## src/rtl/seg_pkg.sv

```systemverilog
// Seven-segment decode tables and helpers shared by the scan-capture block.
// Patterns are active-low {g,f,e,d,c,b,a}.
package seg_pkg;

  // Index n holds the pattern for hex digit n.
  localparam logic [15:0][6:0] SEG_HEX = {
    7'h0E, 7'h06, 7'h21, 7'h46, 7'h03, 7'h08, 7'h10, 7'h00,
    7'h78, 7'h02, 7'h12, 7'h19, 7'h30, 7'h24, 7'h79, 7'h40
  };
  localparam logic [6:0] SEG_BLANK = 7'h7F;

  typedef struct packed {
    logic [3:0] nib;
    logic       hit;
    logic       blank;
  } seg_dec_t;

  function automatic seg_dec_t seg_decode(input logic [6:0] pat);
    seg_dec_t d;
    d       = '0;
    d.blank = (pat == SEG_BLANK);
    for (int i = 0; i < 16; i++) begin
      if (!d.hit && pat == SEG_HEX[i]) begin
        d.hit = 1'b1;
        d.nib = 4'(i);
      end
    end
    return d;
  endfunction

endpackage

```

## src/rtl/seg_pattern_decode.sv

```systemverilog
// Combinational 7-bit segment pattern to hex nibble / blank classifier.
module seg_pattern_decode
  import seg_pkg::*;
(
  input  logic [6:0] pattern,
  output seg_dec_t   dec
);

  assign dec = seg_decode(pattern);

endmodule

```

## src/rtl/seg_scan_capture.sv

```systemverilog
// Recovers hex digits + DP from a scanned active-low seven-segment bus.
// Build option SEG_SYNC_EN adds a 2-flop input synchronizer for an asynchronous bus.
module seg_scan_capture
  import seg_pkg::*;
#(
  parameter int NUM_DIGITS    = 4,
  parameter int STABLE_CYCLES = 16
) (
  input  logic                          clk,
  input  logic                          rst_n,
  input  logic [7:0]                    segment_in,
  input  logic [NUM_DIGITS-1:0]         anode_in,
  input  logic                          clear_i,
  output logic [4*NUM_DIGITS-1:0]       digits_o,
  output logic [NUM_DIGITS-1:0]         dp_o,
  output logic [NUM_DIGITS-1:0]         digit_valid_o,
  output logic                          frame_valid_o,
  output logic                          update_o,
  output logic [$clog2(NUM_DIGITS)-1:0] update_idx_o,
  output logic                          err_o
);

  localparam int CNT_W = $clog2(STABLE_CYCLES + 1);
  localparam int IDX_W = $clog2(NUM_DIGITS);

  logic [NUM_DIGITS-1:0] an_d, s_an;
  logic [7:0]            seg_d, s_seg;

`ifdef SEG_SYNC_EN
  logic [NUM_DIGITS-1:0] an_m, an_q;
  logic [7:0]            seg_m, seg_q;

  always_ff @(posedge clk or negedge rst_n) begin
    if (!rst_n) begin
      an_m  <= '1;
      an_q  <= '1;
      seg_m <= '1;
      seg_q <= '1;
    end else begin
      an_m  <= anode_in;
      an_q  <= an_m;
      seg_m <= segment_in;
      seg_q <= seg_m;
    end
  end

  assign an_d  = an_q;
  assign seg_d = seg_q;
`else
  assign an_d  = anode_in;
  assign seg_d = segment_in;
`endif

  always_ff @(posedge clk or negedge rst_n) begin
    if (!rst_n) begin
      s_an  <= '1;
      s_seg <= '1;
    end else begin
      s_an  <= an_d;
      s_seg <= seg_d;
    end
  end

  // One-cold index encoder: zero or several low anodes mean no active digit.
  logic             found, multi, active;
  logic [IDX_W-1:0] act_idx;

  always_comb begin
    found   = 1'b0;
    multi   = 1'b0;
    act_idx = '0;
    for (int i = 0; i < NUM_DIGITS; i++) begin
      if (!s_an[i]) begin
        if (found) multi = 1'b1;
        found   = 1'b1;
        act_idx = IDX_W'(i);
      end
    end
    active = found & ~multi;
  end

  logic             stable, cap;
  logic [CNT_W-1:0] cnt;

  // The incoming sample is compared with the held one, so a held bus
  // reaches the capture threshold STABLE_CYCLES+1 edges after it changes.
  assign stable = active && (an_d == s_an) && (seg_d == s_seg);
  assign cap    = stable && (cnt == CNT_W'(STABLE_CYCLES - 1));

  always_ff @(posedge clk or negedge rst_n) begin
    if (!rst_n)                              cnt <= '0;
    else if (!stable)                        cnt <= '0;
    else if (cnt != CNT_W'(STABLE_CYCLES))   cnt <= cnt + 1'b1;
  end

  seg_dec_t dec;

  seg_pattern_decode u_dec (
    .pattern (s_seg[6:0]),
    .dec     (dec)
  );

  logic cap_ok, cap_bad;
  assign cap_ok  = cap && (dec.hit || dec.blank);
  assign cap_bad = cap && !dec.hit && !dec.blank;

  always_ff @(posedge clk or negedge rst_n) begin
    if (!rst_n) begin
      update_o     <= 1'b0;
      update_idx_o <= '0;
      err_o        <= 1'b0;
    end else begin
      update_o <= cap_ok;
      if (cap_ok) update_idx_o <= act_idx;
      if (cap_bad)      err_o <= 1'b1;
      else if (clear_i) err_o <= 1'b0;
    end
  end

  for (genvar g = 0; g < NUM_DIGITS; g++) begin : g_dig
    logic sel;
    assign sel = (act_idx == IDX_W'(g));

    always_ff @(posedge clk or negedge rst_n) begin
      if (!rst_n) begin
        digits_o[4*g +: 4] <= '0;
        dp_o[g]            <= 1'b0;
        digit_valid_o[g]   <= 1'b0;
      end else begin
        if (cap_ok && sel) dp_o[g] <= ~s_seg[7];
        if (cap_ok && sel && dec.hit) begin
          digits_o[4*g +: 4] <= dec.nib;
          digit_valid_o[g]   <= 1'b1;
        end else if (clear_i) begin
          digit_valid_o[g]   <= 1'b0;
        end
      end
    end
  end

  assign frame_valid_o = &digit_valid_o;

endmodule

```

## config.mk

```make
export PLATFORM = sky130hd
export DESIGN_NAME = seg_scan_capture
export DESIGN_NICKNAME = d
export VERILOG_FILES = /design/src/rtl/seg_pkg.sv /design/src/rtl/seg_pattern_decode.sv /design/src/rtl/seg_scan_capture.sv
export SDC_FILE = /design/constraint.sdc
export NUM_CORES = 1
export LEC_CHECK = 0
export BUFFER_PORTS_ARGS = -buffer_cell sky130_fd_sc_hd__buf_2
export CORE_ASPECT_RATIO = 1.75
export CORE_MARGIN = 4
export CORE_UTILIZATION = 59
export DETAILED_ROUTE_END_ITERATION = 10
export PLACE_DENSITY = 0.81
export SLEW_MARGIN = 25
export SYNTH_ARGS = -nofsm -noshare
export SYNTH_HDL_FRONTEND = slang
export SYNTH_HIERARCHICAL = 1
export SYNTH_SLANG_ARGS = --single-unit
```

## constraint.sdc

```tcl
create_clock -name clk -period 5.1 [get_ports clk]
set_clock_uncertainty 0.15 [all_clocks]
set_input_delay 0.255 -clock clk [delete_from_list [all_inputs] [get_ports clk]]
set_output_delay 0.255 -clock clk [all_outputs]
set_load 0.01 [all_outputs]
```

==> reports/metrics.yaml, run 1 <==
power_mw: 0.675
syn_nets: 238
cts_setup_buffers: 0
cap_violations: 0
yosysSeqAreaShare_pct: 48.4
wire_per_inst_um: 16.1
initial_core_util_pct: 61.0
dr.first_iter.drc_count: 28
drive_gt1_share_pct: 32.2
layout.cells.non_filler: 321
synth_top_area_share_pct: 35.0
cts.sinks: 45
tightest_slew_ns: 0.803
yosys_most_used_dff: "dfrtp_1"
slowest_stage: "dfstp_2"
p_leak_nw: 1.33
dp.cells: 300
core_area_um2: 3870
firstDrtPassIters: 4
synth_cell_type_count: 45
cts_tree: "yes"
outcome: "finished clean"
synthArstFlopShare_pct: 100
fp.dieW_um: 55.8
final_antenna_net_count: 0
fin_setup_tns_ns: 0
grt_pass1_vias: 1886
cp_max_fo: 15
fp.dieArea_um2: 5120
dp_hpwl_um: 3570
end_kind: "flip-flop"
synthTopCellsByArea: "dfrtp_1 35%, dfstp_2 13%, mux2_2 8.6%"
cp.required_ns: 5.15
clk_pin_slew_ns: 0.09
yosys_warnings: 6
gr-total-overflow: 0
synth.most_common_cell: "dfrtp_1"
fmax_mhz: 313
grt_pass1_wl_um: 8930
synth_seq_cells: 45
slowest_delay_ns: 0.70
layout_setup_ws_ns: 1.91
grt_max_degree: 46
hold_path.class: "in2reg"
final.fill_count: 297
num_rows: 30
grt_usage_pct: 22.2
cts_htree_levels: 2
drc: 0
pin_count: 44
synth_area_per_cell_um2: 10.7
start_kind: "flip-flop"
place_congestion: 0.801
hold_viol: 0
drt-total-wl_um: 5160
clock_tree.buffer_depth: 2
syn_inst: 220
syn-cell-area_um2: 2360
path_class: "reg2reg"
reg2reg_slack_ns: 1.91
die_y_um: 91.7
port_buffers: 43
clock_latency_ns: 0.30
clockRootBuffer: "clkbuf_8"
num_vias: 1865
maxSlewHeadroom_pct: 45.7
synth_edf_count: 0
worstPathArrival_ns: 3.24
post-route-period-util_pct: 62.6
finalSetupViolCount: 0
peakVddDrop_mv: 0.241
rsz0062_at_grt: "false"
dpl_worst_slack_ns: 1.96
yosys.area.top_type: "dfrtp_1"
antenna_found_initial: 0
drv_slew: 0
area_delta_synth_final_pct: 18.9
placed_cell_area_um2: 2580
layout_min_cycle_time_ns: 3.19
synthTopCellsByCount: "33 x dfrtp_1, 18 x mux2_2, 13 x inv_1, 13 x nand2_1, 13 x xnor2_1"
stdcell_area_um2: 2810
antenna_cells: 0
numCtsBuffers: 5
final_nets: 290
crit_chain: "nand2_1 -> or4_1 -> o311ai_1 -> nand4b_1 -> nor2_1 -> nor4b_1 -> nand4_2 -> mux2_2"
p_per_area_nw_per_um2: 241
viasPerCell: 5.81
==> cell usage in the layout, fill, tap and decap left out, types with 5 or more instances in the layout <==
| master | synthesis | final |
|---|---|---|
| buf_2 | 6 | 42 |
| dfrtp_1 | 33 | 33 |
| mux2_2 | 18 | 18 |
| inv_1 | 13 | 13 |
| xnor2_1 | 13 | 13 |
| nand2_1 | 13 | 13 |
| dlygate4sd3_1 | 0 | 13 |
| nand3_1 | 12 | 12 |
| dfstp_2 | 12 | 12 |
| nor2_1 | 10 | 10 |
| nor3_1 | 9 | 9 |
| o21ai_0 | 9 | 9 |
| nand4_1 | 8 | 8 |
| mux2i_1 | 6 | 6 |
| clkbuf_8 | 0 | 5 |
==> logic make-up (layout without fill, tap and decap cells) <==
kind of cell	after synthesis	in the layout	synth area share (%)
buffers and inverters	24	77	4.45
AND/OR/NAND/NOR	83	83	21.4
multiplexers	24	24	11.1
AO/OA/AOI/OAI	24	24	6.47
adder cells (fa/ha/maj)	3	3	1.59
flip-flops	45	45	48.4
XOR/XNOR	17	17	6.63
==> metal layers <==
metal | GRT usage [%] | vias to the layer above | share of wire, %
met4 | 10.5 | 0 | 3.0
met5 | 0 | - | 0
met2 | 40.3 | 43 | 55
li1 | - | 884 | -
met3 | 3.66 | 14 | 3.7
met1 | 24.5 | 924 | 38
==> repair_timing <==
action / in CTS / in global routing
hold buffers: 13 / 0
endpoints found under the hold margin: 45 / 0
gates resized for setup: 0 / 0
==> stage by stage <==
stage                     util [%]  hold WS [ns]
after CTS                     72.5        0.0196
after global routing          72.6        0.0128
after detailed placement      66.7         0.229
final                         72.6        0.0216
after floorplan                  -        -0.191
after global placement        66.7         0.228
==> state kept, by name, indices dropped and copies added (netlist names) <==
| register | count |
|---|---|
| digits_o | 16 |
| digit_valid_o | 4 |
| update_o | 1 |
| dp_o | 4 |
| cnt | 5 |
| s_an | 4 |
| s_seg | 8 |
| update_idx_o | 2 |
| err_o | 1 |
==> final cells by class <==
cell class / count / area (um2) / share of cell area [%]
Clock buffer: 5 / 68.8 / 2.45
Clock inverter: 3 / 25.0 / 0.892
Inverter: 13 / 48.8 / 1.74
Multi-Input combinational cell: 151 / 1110 / 39.7
Sequential cell: 45 / 1140 / 40.7
Tap cell: 48 / 60.1 / 2.14
Timing Repair Buffer: 56 / 348 / 12.4
==> power by group <==
part | switching [mW] | leakage (nW) | internal (mW)
combinational | 0.0338 | 0.715 | 0.0280
clock | 0.131 | 0.0452 | 0.0999
sequential | 0.0162 | 0.567 | 0.366
==> worst max-delay path: cells and delay by family, from the launching register on <==
| kind | cells | cell delay [ns] |
|---|---|---|
| flops | 1 | 0.70 |
| mux | 1 | 0.35 |
| simple gates | 6 | 1.60 |
| compound gates | 1 | 0.29 |
==> path summary, 6_finish.rpt <==
kind,from,end,depth (start not counted)
max,s_seg[0],digits_o[6],8
min,clear_i,digit_valid_o[2],2
max reg2reg,s_seg[0],digits_o[6],8
min reg2reg,digits_o[12],digits_o[12],1
max in group asynchronous,rst_n,s_an[1],2
min in group asynchronous,rst_n,digit_valid_o[2],2
(Power assumes the default switching activity.)
==> run 2, diff against run 1 <==
Settings changed: ABC_AREA set to 1, CORE_UTILIZATION 59 to 56, PLACE_DENSITY 0.81 to 0.77.
Clock period 5.1 ns to 3.3 ns, I/O delays scaled along.
==> reports/metrics.yaml, run 2 <==
finalSetupViolCount: 0  # unchanged
final_antenna_net_count: 0  # unchanged
top_register: "digits_o"
synth_top_area_share_pct: 33.4  # -1.6 points
cap_violations: 0  # unchanged
num_vias: 2346  # +26%
wire_per_inst_um: 13.4  # -17%
rsz0062_at_grt: "false"
yosys_warnings: 6  # unchanged
synthTopCellsByArea: "dfrtp_1 33%, nand2_1 15%, dfstp_2 13%"
switching_share_pct: 26.2  # -0.64 points
yosysSeqAreaShare_pct: 46.2  # -2.2 points
clockRootBuffer: "clkbuf_8"
hold_viol: 0  # unchanged
layout.cells.non_filler: 438  # +36%
clk_pin_slew_ns: 0.09  # about the same
layout_setup_ws_ns: 0.617  # -1.29 ns
cp.required_ns: 3.34  # -1.81 ns
drt-total-wl_um: 5860  # +14%
cp-startpoint: "s_seg[2]"
p_per_area_nw_per_um2: 355  # +47%
synth_seq_cells: 45  # unchanged
start_kind: "flip-flop"
clock_latency_ns: 0.30  # about the same
tightest_slew_ns: 0.559  # -0.245 ns
regArea_um2: 1140  # unchanged
stdcell_area_um2: 2960  # +5.5%
synth_area_per_cell_um2: 7.53  # -30%
worst-r2r-cell-count: 17  # +9
reg_top3: "digits_o x16, s_seg x8, cnt x5"
place_congestion: 0.991  # +24%
largest_reg_flops: 16  # unchanged
drc: 0  # unchanged
final_cell_mix: "99 x nand2_1, 46 x inv_1, 42 x buf_2"
dr.first_iter.drc_count: 82  # +190%
hold_path.class: "in2async"
intPower_mw: 0.775  # +57%
syn-cell-area_um2: 2470  # +4.7%
post-route-period-util_pct: 81.3  # +19 points
drv_slew: 0  # unchanged
p_leak_nw: 1.68  # +27%
worstPathArrival_ns: 2.73  # -0.51 ns
grt_max_degree: 46  # unchanged
peakVddDrop_mv: 0.314  # +30%
r2r-start: "s_seg[2]"
final.fill_count: 361  # +22%
finish.utilization_pct: 70.7  # -1.9 points
clkPwrFrac_pct: 34.0  # -0.2 points
dp.cells: 416  # +39%
dpl_worst_slack_ns: 0.696  # -1.26 ns
final_common_cell: "nand2_1"
antenna_found_initial: 0  # unchanged
drive_gt1_share_pct: 19.8  # -12 points
path_class: "reg2reg"
outcome: "finished clean"
multiInputGateArea_um2: 1120  # +0.56%
synth.most_common_cell: "nand2_1"
cp_max_fo: 8  # -7
clock_tree.buffer_depth: 2  # unchanged
gr-total-overflow: 0  # unchanged
syn_inst: 328  # +49%
p_sw_mw: 0.275  # +52%
power_mw: 1.05  # +56%
numCtsBuffers: 5  # unchanged
num_rows: 31  # +3.3%
synthTopCellsByCount: "99 x nand2_1, 46 x inv_1, 40 x nor2_1"
layout_min_cycle_time_ns: 2.68  # -0.511 ns
area_delta_synth_final_pct: 19.8
p_seq_share_pct: 55.0  # -1.6 points
grt_usage_pct: 23.5  # +1.3 points
die_y_um: 95.9  # +4.6%
final_nets: 406  # +40%
cts_setup_buffers: 0  # unchanged
initial_core_util_pct: 59.0  # -2.0 points
firstDrtPassIters: 4  # unchanged
fp.dieArea_um2: 5580  # +9.1%
grt_pass1_wl_um: 10000  # +12%
cts_tree: "yes"
yosys.area.top_type: "dfrtp_1"
cts.sinks: 45  # unchanged
syn_nets: 346  # +45%
synthArstFlopShare_pct: 100  # unchanged
antenna_cells: 0  # unchanged
synth_edf_count: 0  # unchanged
grt_pass1_vias: 2296  # +22%
power_frac_comb_pct: 11.0  # +1.8 points
fp.dieW_um: 58.2  # +4.3%
dp_hpwl_um: 4580  # +28%
cts_htree_levels: 2  # unchanged
holdWs_ns: 0.248  # +0.226 ns
viasPerCell: 5.36  # -7.8%
fin_setup_tns_ns: 0  # unchanged
placed_cell_area_um2: 2720  # +5.5%
yosys_most_used_dff: "dfrtp_1"
synth_cell_type_count: 30  # -33%
core_area_um2: 4190  # +8.3%
end_kind: "flip-flop"
fmax_mhz: 373  # +19%
port_buffers: 43  # unchanged
pin_count: 44  # unchanged
maxSlewHeadroom_pct: 62.8  # +17 points
## run 2: cell families (layout without fill, tap and decap cells)
logic type	after synthesis	in the layout	share of synthesized area, %
buffers and inverters	52	113	8.51
AO/OA/AOI/OAI	20	20	4.25
adder cells (fa/ha/maj)	3	3	1.52
AND/OR/NAND/NOR	203	203	37.8
flip-flops	45	45	46.2
XOR/XNOR	5	5	1.77
## run 2: critical path, cell delays in order, from the launching register on
cell     delay [ns]
dfstp_2        0.62
inv_1          0.09
nand2_1        0.12
nor2_1         0.08
nand2_1        0.06
nand2_1        0.04
nor2_1         0.09
nand3_1        0.09
nor2_1         0.12
nand4_1        0.09
nor2_1         0.10
nand4_1        0.10
nor2_1         0.28
inv_1          0.15
nand4_4        0.19
nor2_4         0.07
nand3_1        0.07
nand2_1        0.06
## run 2: power groups by stage
stage,registers (mW),clock network (mW),logic (mW)
global placement,0.588,0,0.0995
global route,0.580,0.393,0.131
floorplan,0.583,0,0.0656
detailed placement,0.588,0,0.101
CTS,0.578,0.371,0.114
finish,0.578,0.357,0.115
## run 2: per-layer routing
layer	share of wire (%)	GRT usage (%)	up-vias
met4	4.5	13.5	0
li1	-	-	1169
met3	4.8	3.76	28
met2	53	42.4	79
met1	37	25.3	1070
met5	0	0	-
## run 2: area by class of cell
type,instances,share of cell area (%)
inverters,47,5.96
clock inverters,2,0.465
flip-flops and latches,45,38.5
clock buffers,6,2.79
multi-input cells,231,37.8
repair buffers,58,12.3
well taps,49,2.07
## run 2: final timing paths
check / end / slack (ns)
max: digits_o[6] / 0.62
min: digits_o[9] / 0.25
max reg2reg: digits_o[6] / 0.62
min reg2reg: digits_o[4] / 0.32
max in group asynchronous: s_seg[4] / 2.37
min in group clk: digits_o[4] / 0.32
## run 2: repair_timing
action | in CTS | in global routing
resized for setup | 0 | 0
hold endpoints to repair | 49 | 0
hold buffers | 14 | 0
==> run 3, diff against run 2 <==
Settings changed: ABC_AREA 1 to 0, CORE_UTILIZATION 56 to 55, PLACE_DENSITY 0.77 to 0.76.
Clock period 3.3 ns to 2.6 ns, I/O delays scaled along.
==> reports/metrics.yaml, run 3 (same netlist as run 1, synthesis figures left out) <==
use_met1_pct: 23.6  # -1.7 points
clockRootBuffer: "clkbuf_8"
cpLargestDelayFamily: "simple AND/OR/NAND/NOR gates"
tightest_slew_ns: 0.888  # +0.329 ns
post-route-period-util_pct: 105  # +24 points
slowest_stage: "dfstp_2"
antenna_cells: 0  # unchanged
die_y_um: 94.7  # -1.3%
drive_gt1_share_pct: 43.9  # +24 points
end_kind: "flip-flop"
clock_latency_ns: 0.29  # about the same
viasPerCell: 5.92  # +10%
finish.utilization_pct: 78.9  # +8.2 points
final_antenna_net_count: 0  # unchanged
dr.first_iter.drc_count: 102  # +24%
power_mw: 1.47  # +40%
worstPathArrival_ns: 2.77  # +0.04 ns
dp.cells: 316  # -24%
clk_pin_slew_ns: 0.08  # about the same
numCtsBuffers: 5  # unchanged
drv_slew: 0  # unchanged
gr-total-overflow: 0  # unchanged
cts_htree_levels: 2  # unchanged
cts.sinks: 45  # unchanged
grt_pass1_vias: 2039  # -11%
num_vias: 2071  # -12%
grt_max_degree: 46  # unchanged
place_congestion: 0.866  # -13%
placed_cell_area_um2: 2710  # -0.28%
pin_count: 44  # unchanged
p_per_area_nw_per_um2: 449  # +27%
num_rows: 31  # unchanged
core_area_um2: 4150  # -0.93%
fmax_mhz: 365  # -2.0%
path_class: "reg2reg"
port_buffers: 43  # unchanged
grtUsageMet3_pct: 2.87  # -0.89 points
reg_top3: "digits_o x16, s_seg x8, cnt x5"
maxSlewHeadroom_pct: 40.0  # -23 points
final_common_cell: "buf_2"
area_delta_synth_final_pct: 38.7
cts_tree: "yes"
crit_chain: "nand2_2 -> or4_4 -> o311ai_4 -> nand4b_1 -> nor2_2 -> nor4b_4 -> nand4_4 -> mux2_4"
hold_path.class: "in2async"
use_met2_pct: 45.1  # +2.7 points
top_register: "digits_o"
rsz0062_at_grt: "true"
peakVddDrop_mv: 0.400  # +28%
wire_per_inst_um: 18.4  # +38%
dp_hpwl_um: 4030  # -12%
drt-total-wl_um: 6450  # +10%
fp.dieW_um: 57.5  # -1.2%
layout_setup_ws_ns: -0.138  # -0.755 ns
hold_viol: 0  # unchanged
start_kind: "flip-flop"
layout_min_cycle_time_ns: 2.74  # +0.0551 ns
stdcell_area_um2: 3270  # +11%
cp.required_ns: 2.63  # -0.71 ns
largest_reg_flops: 16  # unchanged
p_leak_nw: 1.57  # -6.4%
slowest_delay_ns: 0.55  # -0.07 ns
initial_core_util_pct: 56.9  # -2.1 points
grt_pass1_wl_um: 9610  # -4.1%
finalSetupViolCount: 12  # +12
final_nets: 318  # -22%
cap_violations: 0  # unchanged
fp.dieArea_um2: 5440  # -2.5%
firstDrtPassIters: 4  # unchanged
drc: 0  # unchanged
cp.buffers_inverters: 0  # -2
top_usage_layer: "met2"
outcome: "finished with violations"
clock_tree.buffer_depth: 2  # unchanged
final.fill_count: 262  # -27%
layout.cells.non_filler: 350  # -20%
cp_max_fo: 5  # -3
grt_usage_pct: 22.9  # -0.58 points
violations: "setup timing"
antenna_found_initial: 0  # unchanged
final_cell_mix: "44 x buf_2, 33 x dfrtp_1, 20 x buf_4"
[run 3: cell types whose count changed in the layout (fill, tap and decap cells not counted), sizes merged, moves of 18 or more]
cell and delta:
mux2 +18, buf +26, nor2 -35, nand2 -89
inv -34
[run 3: cell type report]
| type | count | area, um2 | area share, % |
|---|---|---|---|
| clock buffer | 7 | 86.3 | 2.64 |
| sequential | 45 | 1140 | 35.0 |
| multi-input combinational | 151 | 1300 | 39.7 |
| timing repair buffer | 84 | 603 | 18.4 |
| inverter | 13 | 48.8 | 1.49 |
| tap | 49 | 61.3 | 1.87 |
| clock inverter | 1 | 30.0 | 0.917 |
[run 3: final timing paths]
check	to	depth (start not counted)	slack, ns	from
max	digits_o[5]	8	-0.14	s_seg[5]
min	cnt[0]	2	0.18	rst_n
max reg2reg	digits_o[5]	8	-0.14	s_seg[5]
min reg2reg	update_idx_o[1]	1	0.36	update_idx_o[1]
max in group asynchronous	digits_o[1]	3	1.63	rst_n
min in group clk	s_seg[6]	2	0.34	segment_in[6]
[run 3: what timing repair did]
action | in CTS | in global routing
pin swaps | 1 | 5
endpoints found under the setup margin | 8 | 24
buffers inserted | 5 | 8
hold buffers | 14 | 0
resized for setup | 7 | 36
gates cloned | 0 | 0
endpoints found under the hold margin | 48 | 0
[run 3: metal layers]
layer	vias up	share of wire, %
li1	944	-
met1	1013	34
met2	94	59
met3	20	4.6
met4	0	2.8
met5	-	0
[run 3: through the flow]
| stage | hold WS (ns) | worst slack (ns) | TNS [ns] |
|---|---|---|---|
| final | 0.185 | -0.138 | -0.949 |
| after CTS | 0.346 | -0.0631 | -0.191 |
| after global routing | 0.222 | -0.265 | -3.45 |
| after detailed placement | 0.104 | -0.0972 | -0.381 |
| after global placement | 0.102 | 0.00168 | 0 |
| after floorplan | -0.316 | 0.00510 | 0 |
[run 3: where the power goes]
| group | internal [mW] | switching, mW | total (mW) | leakage, nW |
|---|---|---|---|---|
| combinational | 0.0885 | 0.104 | 0.192 | 0.946 |
| clock | 0.313 | 0.226 | 0.540 | 0.0585 |
| sequential | 0.718 | 0.0197 | 0.737 | 0.567 |
